### src/rtl/if_fetch_stage.sv
// Instruction-fetch stage: owns the PC, addresses the instruction memory
// combinationally and captures the returned word into the IF/ID register.
// Optional macro IF_PERF_CNT_EN adds FetchCount/BubbleCount outputs.
module if_fetch_stage #(
  parameter logic [31:0] RESET_PC   = 32'h0000_0000,
  parameter int unsigned IMEM_WORDS = 128
) (
  input  logic        Clk,
  input  logic        Reset,
  input  logic        Stall,
  input  logic        Redirect,
  input  logic [31:0] RedirectTarget,
  output logic [31:0] IMemAddress,
  input  logic [31:0] IMemInstruction,
  output logic [31:0] IFID_Instruction,
  output logic [31:0] IFID_PCPlus4,
  output logic        IFID_Valid,
`ifdef IF_PERF_CNT_EN
  output logic [31:0] FetchCount,
  output logic [31:0] BubbleCount,
`endif
  output logic        Halted
);

  // First byte address past the end of the program store.
  localparam logic [31:0] LIMIT = 32'(IMEM_WORDS) << 2;

  logic [31:0] r_pc, w_pc_d;
  logic [31:0] r_instr, w_instr_d;
  logic [31:0] r_pc4, w_pc4_d;
  logic        r_valid, w_valid_d;
  logic        r_halted, w_halted_d;
  logic        w_load_fetch;
  logic        w_load_bubble;
  logic [31:0] w_target;
  logic [31:0] w_pc_plus4;

  assign w_target   = {RedirectTarget[31:2], 2'b00};
  assign w_pc_plus4 = r_pc + 32'd4;

  // Next-state selection, priority Redirect > Halted > Stall > normal fetch.
  always_comb begin
    w_pc_d        = r_pc;
    w_instr_d     = r_instr;
    w_pc4_d       = r_pc4;
    w_valid_d     = r_valid;
    w_halted_d    = r_halted;
    w_load_fetch  = 1'b0;
    w_load_bubble = 1'b0;
    if (Redirect) begin
      w_pc_d        = w_target;
      w_halted_d    = (w_target >= LIMIT);
      w_load_bubble = 1'b1;
    end else if (r_halted) begin
      w_load_bubble = 1'b1;
    end else if (Stall) begin
      // Everything holds.
    end else if (r_pc < LIMIT) begin
      w_pc_d       = w_pc_plus4;
      w_instr_d    = IMemInstruction;
      w_pc4_d      = w_pc_plus4;
      w_valid_d    = 1'b1;
      w_load_fetch = 1'b1;
    end else begin
      w_halted_d    = 1'b1;
      w_load_bubble = 1'b1;
    end
    if (w_load_bubble) begin
      w_instr_d = 32'd0;
      w_pc4_d   = 32'd0;
      w_valid_d = 1'b0;
    end
  end

  // PC, IF/ID register and sticky halt flag.
  always_ff @(posedge Clk or posedge Reset) begin
    if (Reset) begin
      r_pc     <= RESET_PC;
      r_instr  <= 32'd0;
      r_pc4    <= 32'd0;
      r_valid  <= 1'b0;
      r_halted <= 1'b0;
    end else begin
      r_pc     <= w_pc_d;
      r_instr  <= w_instr_d;
      r_pc4    <= w_pc4_d;
      r_valid  <= w_valid_d;
      r_halted <= w_halted_d;
    end
  end

`ifdef IF_PERF_CNT_EN
  logic [31:0] r_fetch_cnt;
  logic [31:0] r_bubble_cnt;

  // Performance counters; stall cycles load neither.
  always_ff @(posedge Clk or posedge Reset) begin
    if (Reset) begin
      r_fetch_cnt  <= 32'd0;
      r_bubble_cnt <= 32'd0;
    end else begin
      if (w_load_fetch)  r_fetch_cnt  <= r_fetch_cnt + 32'd1;
      if (w_load_bubble) r_bubble_cnt <= r_bubble_cnt + 32'd1;
    end
  end

  assign FetchCount  = r_fetch_cnt;
  assign BubbleCount = r_bubble_cnt;
`endif

  assign IMemAddress      = r_pc;
  assign IFID_Instruction = r_instr;
  assign IFID_PCPlus4     = r_pc4;
  assign IFID_Valid       = r_valid;
  assign Halted           = r_halted;

endmodule

### config.mk
export PLATFORM = sky130hd
export DESIGN_NAME = if_fetch_stage
export DESIGN_NICKNAME = d
export VERILOG_FILES = /design/src/rtl/if_fetch_stage.sv
export SDC_FILE = /design/constraint.sdc
export NUM_CORES = 1
export LEC_CHECK = 0
export BUFFER_PORTS_ARGS = -buffer_cell sky130_fd_sc_hd__buf_2
export CORE_ASPECT_RATIO = 0.9
export CORE_MARGIN = 1
export CORE_UTILIZATION = 42
export DETAILED_ROUTE_END_ITERATION = 8
export PLACE_DENSITY = 0.75
export REMOVE_ABC_BUFFERS = 1
export SKIP_LAST_GASP = 1
export SYNTH_ARGS = -nofsm -noshare
export SYNTH_HDL_FRONTEND = slang
export SYNTH_SLANG_ARGS = --single-unit
### constraint.sdc
create_clock -name Clk -period 2.43 [get_ports Clk]
set_input_delay 0.1215 -clock Clk [delete_from_list [all_inputs] [get_ports Clk]]
set_output_delay 0.1215 -clock Clk [all_outputs]
set_load 0.01 [all_outputs]
== Word-level counts from Yosys, hierarchy flattened ==
Cells that the tools add are included.

* Output and inout port bits: 98
* Word-level logic and storage cells: 38
* Bits of input ports: 68
* Register bits after elaboration: 98

* Muxes and demuxes: 21
* Equal/unequal tests: 5
* Reductions and logical operators: 4
* Add/sub/neg operators: 1
* Magnitude comparators: 2

{| class="wikitable"
|+ Operators by type and width
! kind !! count
|-
| $mux 32 || 11
|-
| $add 32x3->32 const B || 1
|-
| $ge 32x10->1 const B || 1
|-
| $lt 32x10->1 const B || 1
|-
| $mux 1 || 10
|-
| $ne 2x1->1 const B || 4
|-
| $reduce_and 4->1 || 1
|-
| $reduce_bool 2->1 || 2
|-
| $reduce_and 3->1 || 1
|-
| $ne 2x2->1 const B || 1
|}

== Logic depth before layout (Yosys ltp) ==
Gate-level depths: netlist (run 1).

* Depth after elaboration: 7
* Depth in mapped cells: 7
* Depth with buffers taken out: 5

== Worst setup path after synthesis (run 1) ==
Ideal clock, no wire load.

* Path type: register to register
* Start: register r_pc[9], in the netlist IMemAddress[9]
* End: register r_pc[6], in the netlist IMemAddress[6]
* Slack: 711 ps
* Buffers on the path: 0
* Cell stages (with the launch flop): 5
* Required time: 2348 ps
* Arrival: 1637 ps
* Period minus slack after synthesis: 1719 ps
* Library setup time: 82 ps
* Cell sequence: dfrtp_1 > nor4_2 > nand4_2 > or4_1 > a31oi_1

* Cells in the longest elaborated chain, start to end: 3

{| class="wikitable"
|+ Ends and longest elaborated chain
! item !! RTL line !! text
|-
| start: declaration || 28 || <nowiki>logic [31:0] r_pc, w_pc_d;</nowiki>
|-
| start signal: assignment || 84 || <nowiki>r_pc <= w_pc_d;</nowiki>
|-
| $lt 32x10->1 || 58 || <nowiki>end else if (r_pc < LIMIT) begin</nowiki>
|-
| $reduce_bool 2->1 (no source line) || n/a ||
|-
| $reduce_and 3->1 (no source line) || n/a ||
|}

Every way passes these cells.
A chain may end at the register's enable or synchronous reset.

== Worst setup path in the final report (run 1) ==
* Start: register r_pc[20], in the netlist IMemAddress[20]
* End: register r_instr[2], in the netlist IFID_Instruction[2]

* Cells in the longest elaborated chain, start to end: 7
* Elaborated cells between the ends (all ways): 11
* Those cells by class: order compare: 1; eq/ne: 3; mux: 5; reduce/logical: 2

{| class="wikitable"
|+ Ends and longest elaborated chain
! item !! RTL line !! text
|-
| $lt 32x10->1 * || 58 ||
|-
| $mux 1 || 58 ||
|-
| $mux 1 || 56 || <nowiki>end else if (Stall) begin</nowiki>
|-
| $mux 1 || 54 || <nowiki>end else if (r_halted) begin</nowiki>
|-
| $mux 1 || 50 || <nowiki>if (Redirect) begin</nowiki>
|-
| $ne 2x1->1 (no source line) / $reduce_bool 2->1 (equally long branches) || n/a ||
|-
| $reduce_and 4->1 (no source line) || n/a ||
|-
| end signal: assignment || 85 || <nowiki>r_instr <= w_instr_d;</nowiki>
|-
| end: declaration || 29 || <nowiki>logic [31:0] r_instr, w_instr_d;</nowiki>
|}

Every way passes the cells marked *; elsewhere a longest branch is shown, timed or not.

==> results of run 1 <==
## flip-flops by register name, summed over array words and instances (netlist names)
register	count
IFID_Valid	1
Halted	1
IFID_PCPlus4	31
IMemAddress	30
IFID_Instruction	32
## how the worst min path moves through the flow
stage / end / slack (ns) / depth (start not counted)
after detailed placement: IMemAddress[14]$_DFFE_PP0P_ / 0.17 / 2
final: IMemAddress[20]$_DFFE_PP0P_ / 0.01 / 2
after CTS: IMemAddress[15]$_DFFE_PP0P_ / 0.002 / 2
after global routing: IMemAddress[20]$_DFFE_PP0P_ / 0.0007 / 2
after floorplan: IMemAddress[9]$_DFFE_PP0P_ / 0.21 / 1
after global placement: IMemAddress[15]$_DFFE_PP0P_ / 0.16 / 2
## per-layer routing
layer	part of all wire [%]	wire, um
met1	43	4310
met2	48	4770
met3	7.6	758
met4	1.4	143
met5	0	0
## per-stage QoR
stage | total power [mW] | utilization [%] | instance area (um^2) | cells | hold WS (ns)
3_5_place_dp | 2.00 | 54.1 | 4660 | 541 | 0.172
4_1_cts | 3.05 | 62.0 | 5340 | 606 | 0.00209
3_3_place_gp | 1.99 | 54.1 | 4660 | 541 | 0.165
6_report | 3.03 | 62.4 | 5370 | 609 | 0.0146
5_1_grt | 3.17 | 62.4 | 5370 | 609 | 0.000686
2_1_floorplan | 1.84 | - | 3630 | 255 | 0.208
## power by group
part	leakage, nW	switching [mW]	internal, mW
Combinational	1.43	0.166	0.190
Clock	0.0903	0.592	0.395
Sequential	1.25	0.0542	1.63
Total	2.77	0.812	2.21
## cell type report
class,count,area share (%)
Clock buffer,9,2.31
Clock inverter,7,1.19
Inverter,5,0.396
Multi-Input combinational cell,155,23.0
Sequential cell,95,44.3
Tap cell,119,2.77
Timing Repair Buffer,219,26.0
## worst reg2reg max path: stages (launching register included)
cell     delay [ns]
dfrtp_1        0.43
nor4_2         0.39
and4_1         0.37
and4_1         0.27
buf_12         0.23
a22o_1         0.22
## kinds of logic (layout without fill, tap and decap cells)
| group | Yosys count | count (layout) | share of synthesized area (%) |
|---|---|---|---|
| and+or+nand+nor | 65 | 65 | 11.3 |
| AOI/OAI and AO/OA | 59 | 59 | 13.0 |
| other | 1 | 2 | 0.100 |
| muxes | 22 | 22 | 6.62 |
| buffers and inverters | 25 | 240 | 3.74 |
| DFF | 95 | 95 | 63.5 |
| adders and majority gates | 1 | 1 | 0.334 |
| xor gates and xnor gates | 6 | 6 | 1.40 |
## placed cells by master (no fill, tap or decap), types with 5 or more instances in the layout
cell,count
a22o_1,40
a31oi_1,7
and2_1,23
buf_2,161
clkbuf_8,9
dfrtp_1,95
dlygate4sd3_1,52
mux2_2,22
nor2_1,8
nor4_1,6
nor4_2,5
==> run_results.csv, run 1 <==
group,metric,value,unit
place,dp_hpwl,6.02,mm
setup_path,r2r-end,"IFID_Instruction[2]$_DFFE_PP0P_",
global_route,grt_pass1_vias,3099,
global_route,grt_pass1_wl,15.4,mm
global_route,top_usage_layer,"met2",
synthesis,yosysMostFrequentCell,"dfrtp_1",
synthesis,ys_top_cells_by_count,"dfrtp_1, a22o_1, and2_1, mux2_2, clkbuf_1",
routing,drtPass1Iterations,4,
clock_tree,post_cts_buffers,0,
run_status,outcome,"finished, final reports clean",
setup_path,cp_max_fo,42,
clock_tree,postCtsHoldBufs,49,
synthesis,synth_area,3740,um^2
routing,via_per_inst,5.06,
floorplanning,num_rows,32,
global_route,met3_usage,5.85,%
timing,rsz0062_at_grt,"false",
timing,finClkSkew,0.0105,ns
setup_path,ff2ff_path_depth,5,
floorplanning,fp.coreArea,8610,um^2
floorplanning,fp.dieW,102,um
setup_path,crit_family,"simple AND/OR/NAND/NOR gates",
timing,final_hold_viol_count,0,
global_route,met1_usage,26.5,%
synthesis,synth_cell_types,38,
clock_tree,clockBufferDepth,2,
synthesis,ys_warn_count,0,
synthesis,synth_area_leaders,"dfrtp_1, a22o_1, mux2_2",
clock_tree,cts-root-buf,"clkbuf_8",
routing,routed_wl,9.99,mm
power_and_ir_drop,p_leak,2.77,nW
global_route,grt_antenna_before_repair,0,
timing,setup_tns,0,ns
synthesis,ys_seq_elements,95,
timing,slew_headroom,59.7,%
synthesis,avgSynthCellArea,13.7,um^2
setup_path,cp.required,2.72,ns
cells_and_area,fill_cells,653,
timing,fin_crit,1.96,ns
synthesis,synth_ff_type,"dfrtp_1",
setup_path,reg2reg_from,"IMemAddress[20]$_DFFE_PP0P_",
routing,first_iter_violations,91,
global_route,grt_max_degree,65,
floorplanning,fp.dieArea,9300,um^2
setup_path,critPathCaptureType,"flip-flop",
timing,worst_pin_slew,0.604,ns
clock_tree,cts-resized-gates,0,
clock_tree,ctsHtreeMaxLevel,3,
floorplanning,start_util,43.5,%
flow_run,maxCapViolations,0,
cells_and_area,multi_input_area,1240,um^2
power_and_ir_drop,power_density,564,nW/um^2
synthesis,synth_edf_count,0,
setup_path,worstSetupStartpointType,"flip-flop",
setup_path,timing_worst_setup_path_type,"reg -> reg",
synthesis,seq_area_frac_synth,63.5,%
place,io_buffers,161,
cells_and_area,diodes,0,
cells_and_area,drive_gt1_share,43.7,%
routing,vias,3080,
global_route,grt-ovfl-total,0,
setup_path,cp_slowest_cell,"dfrtp_1",
synthesis,netlist_instances,274,
setup_path,arrival,2.25,ns
floorplanning,die_y,91.6,um
setup_path,endpoint,"IFID_Instruction[2]$_DFFE_PP0P_",
setup_path,cp_common_cell,"and4_1",
setup_path,reg2reg_slack,0.47,ns
timing,setup_viol,0,
timing,fmax,510,MHz
place,dp_worst_setup_slack,0.522,ns
cells_and_area,nets,554,
routing,drtAntennaViolNets,0,
clock_tree,worst_skew_pair.late_latency,0.36,ns
clock_tree,cts.clk_slew.worst_paths,0.10,ns
clock_tree,tritoncts,"done",
setup_path,path_buf_inv,1,
setup_path,path_cells,"nor4_2, and4_1, and4_1, buf_12, a22o_1",
clock_tree,numClockSinks,95,
setup_path,critPathMaxStageDelay,0.43,ns
min_path,min_path_type,"in -> reg",
place,place.gp.congestion,0.717,
synthesis,synth.largest_area_cell,"dfrtp_1",
timing,setup_slack,0.469,ns
routing,wl_per_cell,16.4,um
cells_and_area,regArea,2380,um^2
global_route,grt_usage,21.6,%
setup_path,crit_path_start,"IMemAddress[20]$_DFFE_PP0P_",
cells_and_area,area_delta_synth_final,43.3,%
timing,min_period_over_period,80.7,%
routing,drc,0,
power_and_ir_drop,peakVddDrop,0.342,mV
floorplanning,io_pins,166,
clock_tree,cts_buffers,9,
global_route,met2_usage,36.6,%
synthesis,synth_top_area_share,63.5,%
synthesis,ys_async_sr_fraction,100,%
timing,maxSlewViolCount,0,
min_path,hold_start,"RedirectTarget[20]",
setup_path,critical_path_cell_count,5,
(Power assumes the default switching activity.)
==> run 2, diff against run 1 <==
- CORE_UTILIZATION: 42 -> 47
- PLACE_DENSITY: 0.75 -> 0.8
- clock period: 2.43 -> 2 ns (I/O delays scaled with it)
==> run_results.csv, run 2 (synthesis gave the netlist of run 1 again) <==
group,metric,value,unit
timing,setup_slack,0.0617,ns
routing,drtAntennaViolNets,0,
cells_and_area,area_delta_synth_final,47.0,%
setup_path,worstSetupStartpointType,"flip-flop",
routing,routed_wl,10.3,mm
routing,via_per_inst,5.33,
cells_and_area,final_cell_mix,"buf_2, dfrtp_1, dlygate4sd3_1",
clock_tree,clockBufferDepth,2,
global_route,grt_max_degree,65,
timing,fmax,516,MHz
global_route,grt-ovfl-total,0,
setup_path,cp.required,2.30,ns
timing,finClkSkew,0.0103,ns
run_status,outcome,"finished, final reports clean",
min_path,min_path_type,"in -> reg",
cells_and_area,final_common_cell,"buf_2",
cells_and_area,diodes,0,
power_and_ir_drop,peakVddDrop,0.481,mV
clock_tree,worst_skew_pair.late_latency,0.37,ns
timing,fin_crit,1.94,ns
timing,min_period_over_period,96.9,%
timing,setup_viol,0,
cells_and_area,largest_reg_flops,32,
place,dpl_cell_area,4640,um^2
routing,vias,3196,
floorplanning,start_util,49.1,%
timing,rsz0062_at_grt,"true",
timing,maxSlewViolCount,0,
clock_tree,ctsHtreeMaxLevel,3,
place,dp_hpwl,6.19,mm
clock_tree,cts.clk_slew.worst_paths,0.10,ns
place,place.gp.congestion,0.785,
clock_tree,tritoncts,"done",
timing,final_hold_viol_count,0,
power_and_ir_drop,finalPower,3.72,mW
cells_and_area,fill_cells,515,
clock_tree,cts_buffers,9,
flow_run,maxCapViolations,0,
floorplanning,fp.dieArea,8330,um^2
routing,first_iter_violations,83,
power_and_ir_drop,power_density,676,nW/um^2
routing,drc,0,
global_route,grt_usage,25.3,%
cells_and_area,nets,568,
clock_tree,cts-root-buf,"clkbuf_8",
floorplanning,fp.coreArea,7620,um^2
setup_path,timing_worst_setup_path_type,"reg -> reg",
floorplanning,fp.dieW,96.1,um
floorplanning,io_pins,166,
cells_and_area,drive_gt1_share,43.1,%
floorplanning,die_y,86.7,um
setup_path,cp_max_fo,5,
power_and_ir_drop,p_leak,2.83,nW
cells_and_area,final_core_util,72.2,%
setup_path,critPathCaptureType,"flip-flop",
routing,drtPass1Iterations,5,
place,io_buffers,161,
global_route,grt_pass1_wl,15.8,mm
global_route,grt_pass1_vias,3236,
place,dp_worst_setup_slack,0.110,ns
setup_path,arrival,2.23,ns
routing,wl_per_cell,17.2,um
clock_tree,numClockSinks,95,
floorplanning,num_rows,30,
global_route,grt_antenna_before_repair,0,
cells_and_area,finalInstanceArea,5500,um^2
==> run 2: area by class of cell <==
type / count / area, um^2 / share of cell area [%]
Clock buffer: 9 / 124 / 2.25
Clock inverter: 7 / 62.6 / 1.14
Inverter: 5 / 21.3 / 0.386
Multi-Input combinational cell: 156 / 1260 / 23.0
Sequential cell: 95 / 2380 / 43.2
Tap cell: 96 / 120 / 2.18
Timing Repair Buffer: 232 / 1530 / 27.9
==> run 2: worst paths after layout <==
kind / from / to / slack [ns] / cells past startpoint
min in group asynchronous: Reset / IMemAddress[14]$_DFFE_PP0P_ / 0.27 / 3
hold / removal: Stall / Halted$_DFF_PP0_ / 0.16 / 3
hold reg to reg: IFID_Valid$_DFFE_PP0P_ / IFID_Valid$_DFFE_PP0P_ / 0.48 / 1
setup reg to reg: IMemAddress[20]$_DFFE_PP0P_ / IMemAddress[4]$_DFFE_PP0P_ / 0.06 / 4
max in group asynchronous: Reset / IFID_PCPlus4[3]$_DFFE_PP0P_ / 1.07 / 4
setup / recovery: IMemAddress[20]$_DFFE_PP0P_ / IMemAddress[4]$_DFFE_PP0P_ / 0.06 / 4
==> run 2: through the flow <==
| stage | hold slack, ns | cells | TNS [ns] |
|---|---|---|---|
| final | 0.160 | 600 | 0 |
| after floorplan | 0.187 | 255 | -180.84 |
| after global placement | 0.0908 | 518 | 0 |
| after CTS | 0.138 | 597 | 0 |
| after global routing | 0.194 | 600 | -0.00178 |
| after detailed placement | 0.0958 | 518 | 0 |
==> run 2: report_power, final <==
part	switching [mW]	leakage [nW]	internal [mW]
clock network	0.731	0.0916	0.480
logic	0.209	1.49	0.247
registers	0.0738	1.25	1.98
total	1.01	2.83	2.70
==> run 2: per-layer routing <==
layer / routed length [um] / track usage [%] / part of all wire [%] / up-vias
li1: - / - / - / 1462
met1: 4060 / 29.3 / 39 / 1558
met2: 5130 / 42.9 / 50 / 158
met3: 939 / 8.42 / 9.1 / 18
met4: 220 / 10.4 / 2.1 / 0
met5: 0 / 0 / 0 / -
==> run 2: timing repair <==
item                                    4_1_cts  5_1_grt
endpoints found under the setup margin        0        4
hold endpoints to repair                     86        0
hold buffers                                 63        0
gates resized for setup                       0        3
setup buffers                                 0        2
==> run 2: worst max-delay path, stage by stage (launching register included) <==
cell     delay [ns]
dfrtp_1        0.41
nor4_2         0.44
nand4_1        0.31
or4_1          0.53
a31oi_1        0.17
